===== config.mk =====
export PLATFORM = sky130hd
export DESIGN_NAME = uart_tx_inject
export DESIGN_NICKNAME = d
export VERILOG_FILES = /design/src/rtl/uart_pkg.sv /design/src/rtl/uart_tx_fifo.sv /design/src/rtl/uart_tx_inject.sv
export SDC_FILE = /design/constraint.sdc
export NUM_CORES = 1
export LEC_CHECK = 0
export ABC_AREA = 0
export BUFFER_PORTS_ARGS = -buffer_cell sky130_fd_sc_hd__buf_4
export CAP_MARGIN = 20
export CORE_MARGIN = 5
export CORE_UTILIZATION = 29
export CTS_BUF_LIST = sky130_fd_sc_hd__clkbuf_8
export DETAILED_ROUTE_END_ITERATION = 16
export HOLD_SLACK_MARGIN = 0.15
export PLACE_DENSITY_LB_ADDON = 0.1
export RECOVER_POWER = 25
export SYNTH_ARGS = -nofsm -noshare
export SYNTH_HDL_FRONTEND = slang
export SYNTH_SLANG_ARGS = --single-unit

===== constraint.sdc =====
create_clock -name clk_i -period 6.96 [get_ports clk_i]
set_clock_uncertainty 0.15 [all_clocks]
set_input_delay 1.392 -clock clk_i [delete_from_list [all_inputs] [get_ports clk_i]]
set_output_delay 1.392 -clock clk_i [all_outputs]
set_load 0.01 [all_outputs]

===== src/rtl/uart_pkg.sv =====
// UART shared definitions: transmitter FSM states, data width and the
// bit-period calculation. Also used by the receive-side model.
package uart_pkg;

    // Data bits per frame (8N1).
    localparam int DATA_BITS = 8;

    typedef enum logic [1:0] {
        IDLE  = 2'd0,
        START = 2'd1,
        DATA  = 2'd2,
        STOP  = 2'd3
    } txState_e;

    // Clock cycles per bit, rounded to the nearest integer.
    function automatic int calcDiv(input int freq, input int baud);
        return (freq + baud / 2) / baud;
    endfunction

endpackage


===== src/rtl/uart_tx_fifo.sv =====
// Synchronous first-in first-out buffer with show-ahead read.
//   clk_i    : clock
//   rst_ni   : asynchronous active-low reset (empties the FIFO)
//   push_i   : write data_i (ignored when full)
//   data_i   : write data
//   pop_i    : drop the head entry (ignored when empty)
//   data_o   : current head entry, valid whenever empty_o is low
//   full_o   : occupancy equals DEPTH
//   empty_o  : occupancy is zero
//   level_o  : current occupancy
module uart_tx_fifo #(
    parameter int DEPTH = 8,
    parameter int WIDTH = 8
) (
    input  logic                           clk_i,
    input  logic                           rst_ni,
    input  logic                           push_i,
    input  logic [WIDTH-1:0]               data_i,
    input  logic                           pop_i,
    output logic [WIDTH-1:0]               data_o,
    output logic                           full_o,
    output logic                           empty_o,
    output logic [$clog2(DEPTH+1)-1:0]     level_o
);

    localparam int PTR_W = $clog2(DEPTH);
    localparam int LVL_W = $clog2(DEPTH + 1);

    logic [WIDTH-1:0] memArray [DEPTH];
    logic [PTR_W-1:0] wrPtrReg;
    logic [PTR_W-1:0] rdPtrReg;
    logic [LVL_W-1:0] levelReg;
    logic             doPush;
    logic             doPop;

    assign full_o  = (levelReg == LVL_W'(DEPTH));
    assign empty_o = (levelReg == '0);
    assign level_o = levelReg;
    assign doPush  = push_i & ~full_o;
    assign doPop   = pop_i & ~empty_o;

    // Head is read combinationally so the transmitter can load it in the
    // same cycle it decides to start a frame.
    assign data_o = memArray[rdPtrReg];

    // Storage carries no reset; only pointers and occupancy define validity.
    always_ff @(posedge clk_i) begin
        if (doPush) begin
            memArray[wrPtrReg] <= data_i;
        end
    end

    // DEPTH is a power of two, so pointer increments wrap on their own.
    always_ff @(posedge clk_i or negedge rst_ni) begin
        if (!rst_ni) begin
            wrPtrReg <= '0;
            rdPtrReg <= '0;
            levelReg <= '0;
        end else begin
            if (doPush) begin
                wrPtrReg <= wrPtrReg + PTR_W'(1);
            end
            if (doPop) begin
                rdPtrReg <= rdPtrReg + PTR_W'(1);
            end
            case ({doPush, doPop})
                2'b10:   levelReg <= levelReg + LVL_W'(1);
                2'b01:   levelReg <= levelReg - LVL_W'(1);
                default: levelReg <= levelReg;
            endcase
        end
    end

endmodule


===== src/rtl/uart_tx_inject.sv =====
// UART 8N1 transmitter feeding serial bytes into the SoC RxD pin.
// Bytes enter a FIFO over valid/ready and leave LSB-first at BAUD.
//   clk_i    : system clock (FREQ Hz)
//   rst_ni   : asynchronous active-low reset; aborts any frame in flight
//   active_i : allows new frames to start; a running frame always completes
//   data_i   : byte to send
//   valid_i  : data_i is valid; accepted when valid_i & ready_o
//   ready_o  : FIFO has room
//   tx_o     : serial line, idles high, driven from a register
//   busy_o   : a frame is on the line
//   level_o  : FIFO occupancy
module uart_tx_inject
    import uart_pkg::*;
#(
    parameter int BAUD       = 115200,
    parameter int FREQ       = 74_250_000,
    parameter int FIFO_DEPTH = 8,
    parameter int STOP_BITS  = 1
) (
    input  logic                              clk_i,
    input  logic                              rst_ni,
    input  logic                              active_i,
    input  logic [7:0]                        data_i,
    input  logic                              valid_i,
    output logic                              ready_o,
    output logic                              tx_o,
    output logic                              busy_o,
    output logic [$clog2(FIFO_DEPTH+1)-1:0]   level_o
);

    localparam int               DIV       = calcDiv(FREQ, BAUD);
    localparam int               CNT_W     = $clog2(DIV);
    localparam logic [CNT_W-1:0] CNT_LAST  = CNT_W'(DIV - 1);
    localparam logic [2:0]       LAST_DATA = 3'(DATA_BITS - 1);
    localparam logic [2:0]       LAST_STOP = 3'(STOP_BITS - 1);

    txState_e         stateReg,   stateNext;
    logic [CNT_W-1:0] baudCntReg, baudCntNext;
    logic [2:0]       bitIdxReg,  bitIdxNext;
    logic [7:0]       shiftReg,   shiftNext;
    logic             txReg,      txNext;

    logic             fifoPop;
    logic             fifoFull;
    logic             fifoEmpty;
    logic [7:0]       fifoHead;
    logic             bitEnd;
    logic             canStart;

    uart_tx_fifo #(
        .DEPTH (FIFO_DEPTH),
        .WIDTH (DATA_BITS)
    ) txFifo (
        .clk_i   (clk_i),
        .rst_ni  (rst_ni),
        .push_i  (valid_i),
        .data_i  (data_i),
        .pop_i   (fifoPop),
        .data_o  (fifoHead),
        .full_o  (fifoFull),
        .empty_o (fifoEmpty),
        .level_o (level_o)
    );

    assign ready_o  = ~fifoFull;
    assign busy_o   = (stateReg != IDLE);
    assign tx_o     = txReg;
    assign bitEnd   = (baudCntReg == CNT_LAST);
    assign canStart = active_i & ~fifoEmpty;

    always_ff @(posedge clk_i or negedge rst_ni) begin
        if (!rst_ni) begin
            stateReg   <= IDLE;
            baudCntReg <= '0;
            bitIdxReg  <= '0;
            shiftReg   <= '0;
            txReg      <= 1'b1;
        end else begin
            stateReg   <= stateNext;
            baudCntReg <= baudCntNext;
            bitIdxReg  <= bitIdxNext;
            shiftReg   <= shiftNext;
            txReg      <= txNext;
        end
    end

    // bitIdxReg counts data bits in DATA and stop bits in STOP.
    always_comb begin
        stateNext   = stateReg;
        baudCntNext = baudCntReg;
        bitIdxNext  = bitIdxReg;
        shiftNext   = shiftReg;
        fifoPop     = 1'b0;

        case (stateReg)
            IDLE: begin
                baudCntNext = '0;
                bitIdxNext  = '0;
                if (canStart) begin
                    fifoPop   = 1'b1;
                    shiftNext = fifoHead;
                    stateNext = START;
                end
            end
            START: begin
                if (bitEnd) begin
                    baudCntNext = '0;
                    bitIdxNext  = '0;
                    stateNext   = DATA;
                end else begin
                    baudCntNext = baudCntReg + CNT_W'(1);
                end
            end
            DATA: begin
                if (bitEnd) begin
                    baudCntNext = '0;
                    shiftNext   = shiftReg >> 1;
                    if (bitIdxReg == LAST_DATA) begin
                        bitIdxNext = '0;
                        stateNext  = STOP;
                    end else begin
                        bitIdxNext = bitIdxReg + 3'd1;
                    end
                end else begin
                    baudCntNext = baudCntReg + CNT_W'(1);
                end
            end
            STOP: begin
                if (bitEnd) begin
                    baudCntNext = '0;
                    if (bitIdxReg == LAST_STOP) begin
                        bitIdxNext = '0;
                        // Chain straight into the next start bit so
                        // back-to-back frames have no idle gap.
                        if (canStart) begin
                            fifoPop   = 1'b1;
                            shiftNext = fifoHead;
                            stateNext = START;
                        end else begin
                            stateNext = IDLE;
                        end
                    end else begin
                        bitIdxNext = bitIdxReg + 3'd1;
                    end
                end else begin
                    baudCntNext = baudCntReg + CNT_W'(1);
                end
            end
            default: begin
                stateNext = IDLE;
            end
        endcase
    end

    // Line level follows the next state so tx_o changes on the same edge
    // the FSM enters that state.
    always_comb begin
        txNext = 1'b1;
        case (stateNext)
            START:   txNext = 1'b0;
            DATA:    txNext = shiftNext[0];
            default: txNext = 1'b1;
        endcase
    end

endmodule


After elaboration in Yosys (flattened, before gate mapping)
Memories as Yosys holds them, arrays and structs flattened.
Cells that the tools add are included.
- bits in registers: 34
- bits in writable memories: 64
- input bits: 12
- output and inout port bits: 7
- memories: 1
- $add $sub $neg: 6
- eq/ne operators: 14
- muxes and demuxes: 29
- bitwise logic cells: 5
- reduce and logical (&&, ||, !) cells: 9
- memories (name ; depth ; width ; read ports ; clocked after memory_dff ; write ports ; RTL line ; RTL):
    txFifo.memArray ; 8 ; 8 ; 1 ; 0 ; 1 ; uart_tx_fifo.sv:29 ; logic [WIDTH-1:0] memArray [DEPTH];
- operators by type and width (operator ; number):
    $mux 8 ; 4
    $pmux 8 s3 ; 1
    $pmux 10 s2 ; 1
    $mux 3 ; 5
    $mux 2 ; 6
    $pmux 3 s4 ; 1
    $add 10x1->10 const B ; 1
    $eq 10x10->1 const B ; 1
    $mux 10 ; 1
    $add 3x1->3 const B ; 3
    $eq 2x2->1 const B ; 4
    $ne 2x2->1 const B ; 4
    $pmux 2 s4 ; 1
    $pmux 4 s2 ; 1
    $eq 2x1->1 const B ; 3
    $mux 1 ; 6
    $add 4x1->4 const B ; 1
    $eq 4x4->1 const B ; 1
    $logic_not 4->1 ; 1
    $pmux 1 s2 ; 2
    $reduce_and 4->1 ; 1
    $reduce_bool 2->1 ; 2
    $sub 4x1->4 const B ; 1
    $and 1x1->1 ; 3
    other kinds (7) ; 8

Logic depth before layout (Yosys ltp)
- depth in word-level cells: 10
- mapped depth: 13
- depth with buffers taken out: 12

Hierarchy
A second synthesis with hierarchy kept.
- cell total of the unflattened synthesis: 301
- area total of the unflattened synthesis: 4586.9 um^2
- by module, submodules not included (module ; times used ; cells an instance ; area each (um^2) ; sequential area each (um^2)):
    uart_tx_fifo ; 1 ; 160 ; 3124.2 ; 2172.1
    uart_tx_inject ; 1 ; 141 ; 1462.7 ; 601.8

Worst setup path before layout
Ideal clock, no wire load.
- kind: in2reg
- from: input active_i
- to: register txFifo.levelReg[3] (netlist: txFifo.level_o[3])
- arrival: 2927 ps
- required time: 6681 ps
- setup slack: 3755 ps
- cell stages on the path: 9
- buffers on the path: 0
- cell sequence: o41ai_1 nor4b_4 ha_1 ha_1 a21o_1 a21oi_1 xnor2_1 nor2_1 xor2_1
- longest elaborated chain between the ends: 8
- ends and longest elaborated chain (element ; RTL line ; RTL):
    start: declaration ; uart_tx_inject.sv:22 ; input logic active_i,
    $and 1x1->1 * ; uart_tx_inject.sv:69 ; assign canStart = active_i & ~fifoEmpty;
    $mux 1 * ; uart_tx_inject.sv:99, uart_tx_inject.sv:135 ;
    $mux 1 ; uart_tx_inject.sv:131 ; if (bitIdxReg == LAST_STOP) begin
    $mux 1 ; uart_tx_inject.sv:129 ; if (bitEnd) begin
    $pmux 1 s2 * ; uart_tx_inject.sv:95 ; case (stateReg)
    $and 1x1->1 * ; uart_tx_fifo.sv:40 ; assign doPop = pop_i & ~empty_o;
    net txFifo.doPop ; uart_tx_fifo.sv:34 ; logic doPop;
    $eq 2x1->1 / $eq 2x2->1 (equally long branches) ; uart_tx_fifo.sv:66 ; case ({doPush, doPop})
    $pmux 4 s2 / $reduce_bool 2->1 (equally long branches) ; - ;
    end signal: assignment ; uart_tx_fifo.sv:67 ; 2'b10: levelReg <= levelReg + LVL_W'(1);
    end signal: assignment ; uart_tx_fifo.sv:68 ; 2'b01: levelReg <= levelReg - LVL_W'(1);
    end signal: assignment ; uart_tx_fifo.sv:69 ; default: levelReg <= levelReg;
    end: declaration ; uart_tx_fifo.sv:32 ; logic [LVL_W-1:0] levelReg;
The timed path passes the listed nets; every way through them passes the cells marked *.
A chain may end at the register's enable or synchronous reset.

Worst setup path in the final report
- from: register baudCntReg[0]
- to: register txFifo.levelReg[3] (netlist: txFifo.level_o[3])
- longest elaborated chain between the ends: 6
- ends and longest elaborated chain (element ; RTL line ; RTL):
    start: declaration ; uart_tx_inject.sv:38 ; logic [CNT_W-1:0] baudCntReg, baudCntNext;
    start signal: assignment ; uart_tx_inject.sv:80 ; baudCntReg <= baudCntNext;
    $eq 10x10->1 * ; uart_tx_inject.sv:68 ; assign bitEnd = (baudCntReg == CNT_LAST);
    $mux 1 * ; uart_tx_inject.sv:129 ;
    $pmux 1 s2 * ; uart_tx_inject.sv:95 ;
    $and 1x1->1 * ; uart_tx_fifo.sv:40 ;
    net txFifo.doPop ; uart_tx_fifo.sv:34 ;
    $eq 2x1->1 / $eq 2x2->1 (equally long branches) ; uart_tx_fifo.sv:66 ;
    $pmux 4 s2 / $reduce_bool 2->1 (equally long branches) ; - ;
Marks and branches as above.

==> run_results.csv <==
group,metric,value,unit
worst_setup_path,path_max_fanout,11,
yosys,syn_area_per_cell,14.19,um^2
sta,finalMaxSlewViolations,0,
hold_path,whs_path_depth,1,
floorplan,die-area,18060,um^2
yosys,syn_nets,343,
clock_network,cts_resized,0,
power,pwr-share-clk,22.5,%
sta,whs,362.4,ps
power,netSwitchingPower,0.6396,mW
power,seqPwrFrac,46.3,%
clock_network,insertion_delay,380,ps
clock_network,tritoncts,"done",
hold_path,hold_path.startpoint,"shiftReg[0]",
hold_path,hold_class,"register to register",
yosys,synth-main-ff-cell,"edfxtp_1",
clock_network,post_cts_buffers,0,
power,p_int,1.189,mW
placement,post-place-cells,513,
worst_setup_path,regToRegSetupSlack,3460,ps
sta,fin_crit,3502,ps
worst_setup_path,worstSetupPathType,"register to register",
global_routing,grt_pass1_vias,2601,
placement,place_congestion,0.7448,
sta,setup_slack,3458,ps
sta,tns,0,ps
cells_and_area,fillerInstances,1498,
yosys,synth-edff-count,64,
routing,post-route-drc-count,0,
yosys,synth-compound-area-share,7.531,%
yosys,synth_fa_ha_area_share,4.351,%
cells_and_area,num_antenna_cells,0,
placement,dp.final_hpwl,5.984,mm
routing,vias,2563,
sta,maxSlewHeadroom,34.05,%
floorplan,initial_core_util,29.51,%
global_routing,grt_remaining_overflow,0,
clock_network,cts_made_buffers,9,
yosys,ys_seq_elements,98,
routing,wirelength,9.166,mm
floorplan,io_pins,19,
global_routing,grt_use_total,10.92,%
yosys,synth_xor_xnor_area_share,2.929,%
power,irDropWorstVdd,0.1512,mV
yosys,ys_types,52,
cells_and_area,final_core_util,33.00,%
global_routing,antenna_found_initial,0,
yosys,synth_simple_gate_area_share,10.49,%
status,outcome,"completed",
global_routing,grt_start_max_net_pins,35,
placement,pre_cts_slack,3381,ps
global_routing,grt_pass1_wl,14.74,mm
sta,max_freq,285.6,MHz
floorplan,coreArea,15200,um^2
worst_setup_path,crit_arrival,3630,ps
yosys,yosysWarnings,0,
clock_network,cts_max_level,3,
sta,tightest_slew,976.5,ps
clock_network,root_buffer,"clkbuf_8",
routing,first_iter_violations,160,
yosys,synth_area,4486,um^2
clock_network,cts_sinks,98,
clock_network,path_clk_slew,110,ps
worst_setup_path,r2r_start,"baudCntReg[0]",
hold_path,worst_hold_path.endpoint,"shiftReg[0]",
floorplan,dieHeight,134.4,um
cells_and_area,drive_gt1_share,17.30,%
power,cellPowerDensity,364.4,nW/um^2
sta,finalSetupViolCount,0,
clock_network,cts_buffer_depth,2,
sta,finalHoldViolCount,0,
floorplan,placementRows,45,
routing,first_pass_iters,5,
power,p_leak,1.848,nW
worst_setup_path,cp.required,7090,ps
worst_setup_path,cp-start-kind,"register",
worst_setup_path,reg2reg_depth,12,
routing,viasPerCell,4.845,
worst_setup_path,reg2reg_to,"txFifo.level_o[3]",
yosys,ys_async_sr_fraction,34.69,%
yosys,synth_mux_area_share,10.54,%
yosys,yosysSeqAreaShare,61.84,%
routing,ant_nets,0,
routing,wl_per_cell,17.33,um
floorplan,fp.dieW,134.4,um
worst_setup_path,end_kind,"register",
job,drv_cap,0,
power,switching_share,34.98,%
placement,numPortBuffers,18,
cells_and_area,fin_cells,529,
cells_and_area,synthToLayoutAreaGrowth,11.85,%
sta,period_share,50.31,%
sta,rsz0062_at_grt,"no",
power,pwr-share-comb,31.2,%
clock_network,cts_hold_buf,0,
yosys,synth_cells,316,
cells_and_area,fin_nets,363,
yosys,synth_top_family_by_area,"multiplexers",
==> layout by cell type (no fill, tap or decap), drive strengths merged, types with 14 or more instances in the layout <==
| master | synthesis | layout |
|---|---|---|
| dfrtp | 33 | 33 |
| ha | 14 | 14 |
| nand2 | 21 | 21 |
| clkbuf | 6 | 16 |
| mux4 | 16 | 16 |
| edfxtp | 64 | 64 |
| o21ai | 15 | 15 |
| buf | 6 | 14 |
| inv | 12 | 17 |
| nor2 | 27 | 27 |
==> area by class of cell <==
type,instances,area (um^2),share of cell area (%)
flip-flops and latches,98,2774,55.29
multi-input cells,194,1608,32.04
well taps,188,235.2,4.688
repair buffers,21,131.4,2.618
clock buffers,9,123.9,2.469
clock inverters,7,100.1,1.995
inverters,12,45.04,0.8978
==> cell families (layout without fill, tap and decap cells) <==
logic type / count (synthesis) / in the layout
AOI/OAI and AO/OA: 48 / 48
muxes: 27 / 27
xor gates and xnor gates: 15 / 15
adders and majority gates: 15 / 15
and+or+nand+nor: 89 / 89
DFF: 98 / 98
buffers and inverters: 24 / 49
==> how the worst max path moves through the flow <==
| stage | startpoint | to | slack [ps] | depth (start not counted) |
|---|---|---|---|---|
| after global placement | baudCntReg[0] | txFifo.level_o[3] | 3460 | 12 |
| after detailed placement | baudCntReg[0] | txFifo.level_o[3] | 3380 | 12 |
| after CTS | baudCntReg[0] | txFifo.level_o[3] | 3380 | 12 |
| final | baudCntReg[0] | txFifo.level_o[3] | 3460 | 12 |
| after global routing | baudCntReg[0] | txFifo.level_o[3] | 3100 | 12 |
| after floorplan | active_i | txFifo.level_o[3] | 3750 | 9 |
==> metrics by stage <==
stage          total power [mW]  area (um^2)
2_1_floorplan             1.264         4486
3_3_place_gp              1.455         4820
3_5_place_dp              1.456         4820
4_1_cts                   1.876         5044
5_1_grt                   1.963         5017
6_report                  1.829         5017
==> worst max-delay path, cell delays in order (launching register included) <==
cell	delay, ps
dfrtp_1	430
inv_1	80
ha_1	170
nand4b_1	240
o31ai_2	720
nor4b_4	450
ha_1	250
ha_1	240
a21o_1	170
a21oi_1	160
xnor2_1	130
nor2_1	60
xor2_1	140
==> per-layer routing <==
layer	global-route usage [%]	wire (um)
met1	13.47	4218
met2	18.49	4546
met3	2.738	257
met4	4.129	144
met5	0	0
==> power groups by stage <==
stage	sequential, mW	combinational, mW	clock (mW)
4_1_cts	0.850	0.593	0.433
3_5_place_dp	0.864	0.592	0
5_1_grt	0.865	0.642	0.456
6_report	0.846	0.570	0.412
2_1_floorplan	0.814	0.450	0
3_3_place_gp	0.864	0.591	0
==> cells in the mapped netlist (7+ instances only) <==
cell type | instances | area (um^2)
o21ai_0 | 14 | 70.07
xnor2_1 | 9 | 78.83
a21oi_1 | 9 | 45.04
nor2_1 | 26 | 97.59
nand2_1 | 21 | 78.83
edfxtp_1 | 64 | 1922
mux2i_1 | 9 | 90.09
dfrtp_1 | 33 | 825.8
a211oi_1 | 7 | 52.55
ha_1 | 14 | 175.2
mux4_2 | 16 | 360.4
inv_1 | 12 | 45.04
==> sequential cells by signal (all words and copies together) (netlist names), 2 cells and up <==
| name | flops |
|---|---|
| stateReg | 2 |
| txFifo.wrPtrReg | 3 |
| txFifo.level_o | 4 |
| txFifo.memArray | 64 |
| shiftReg | 8 |
| bitIdxReg | 3 |
| txFifo.rdPtrReg | 3 |
| baudCntReg | 10 |
Power figures use the tool's default switching activity.
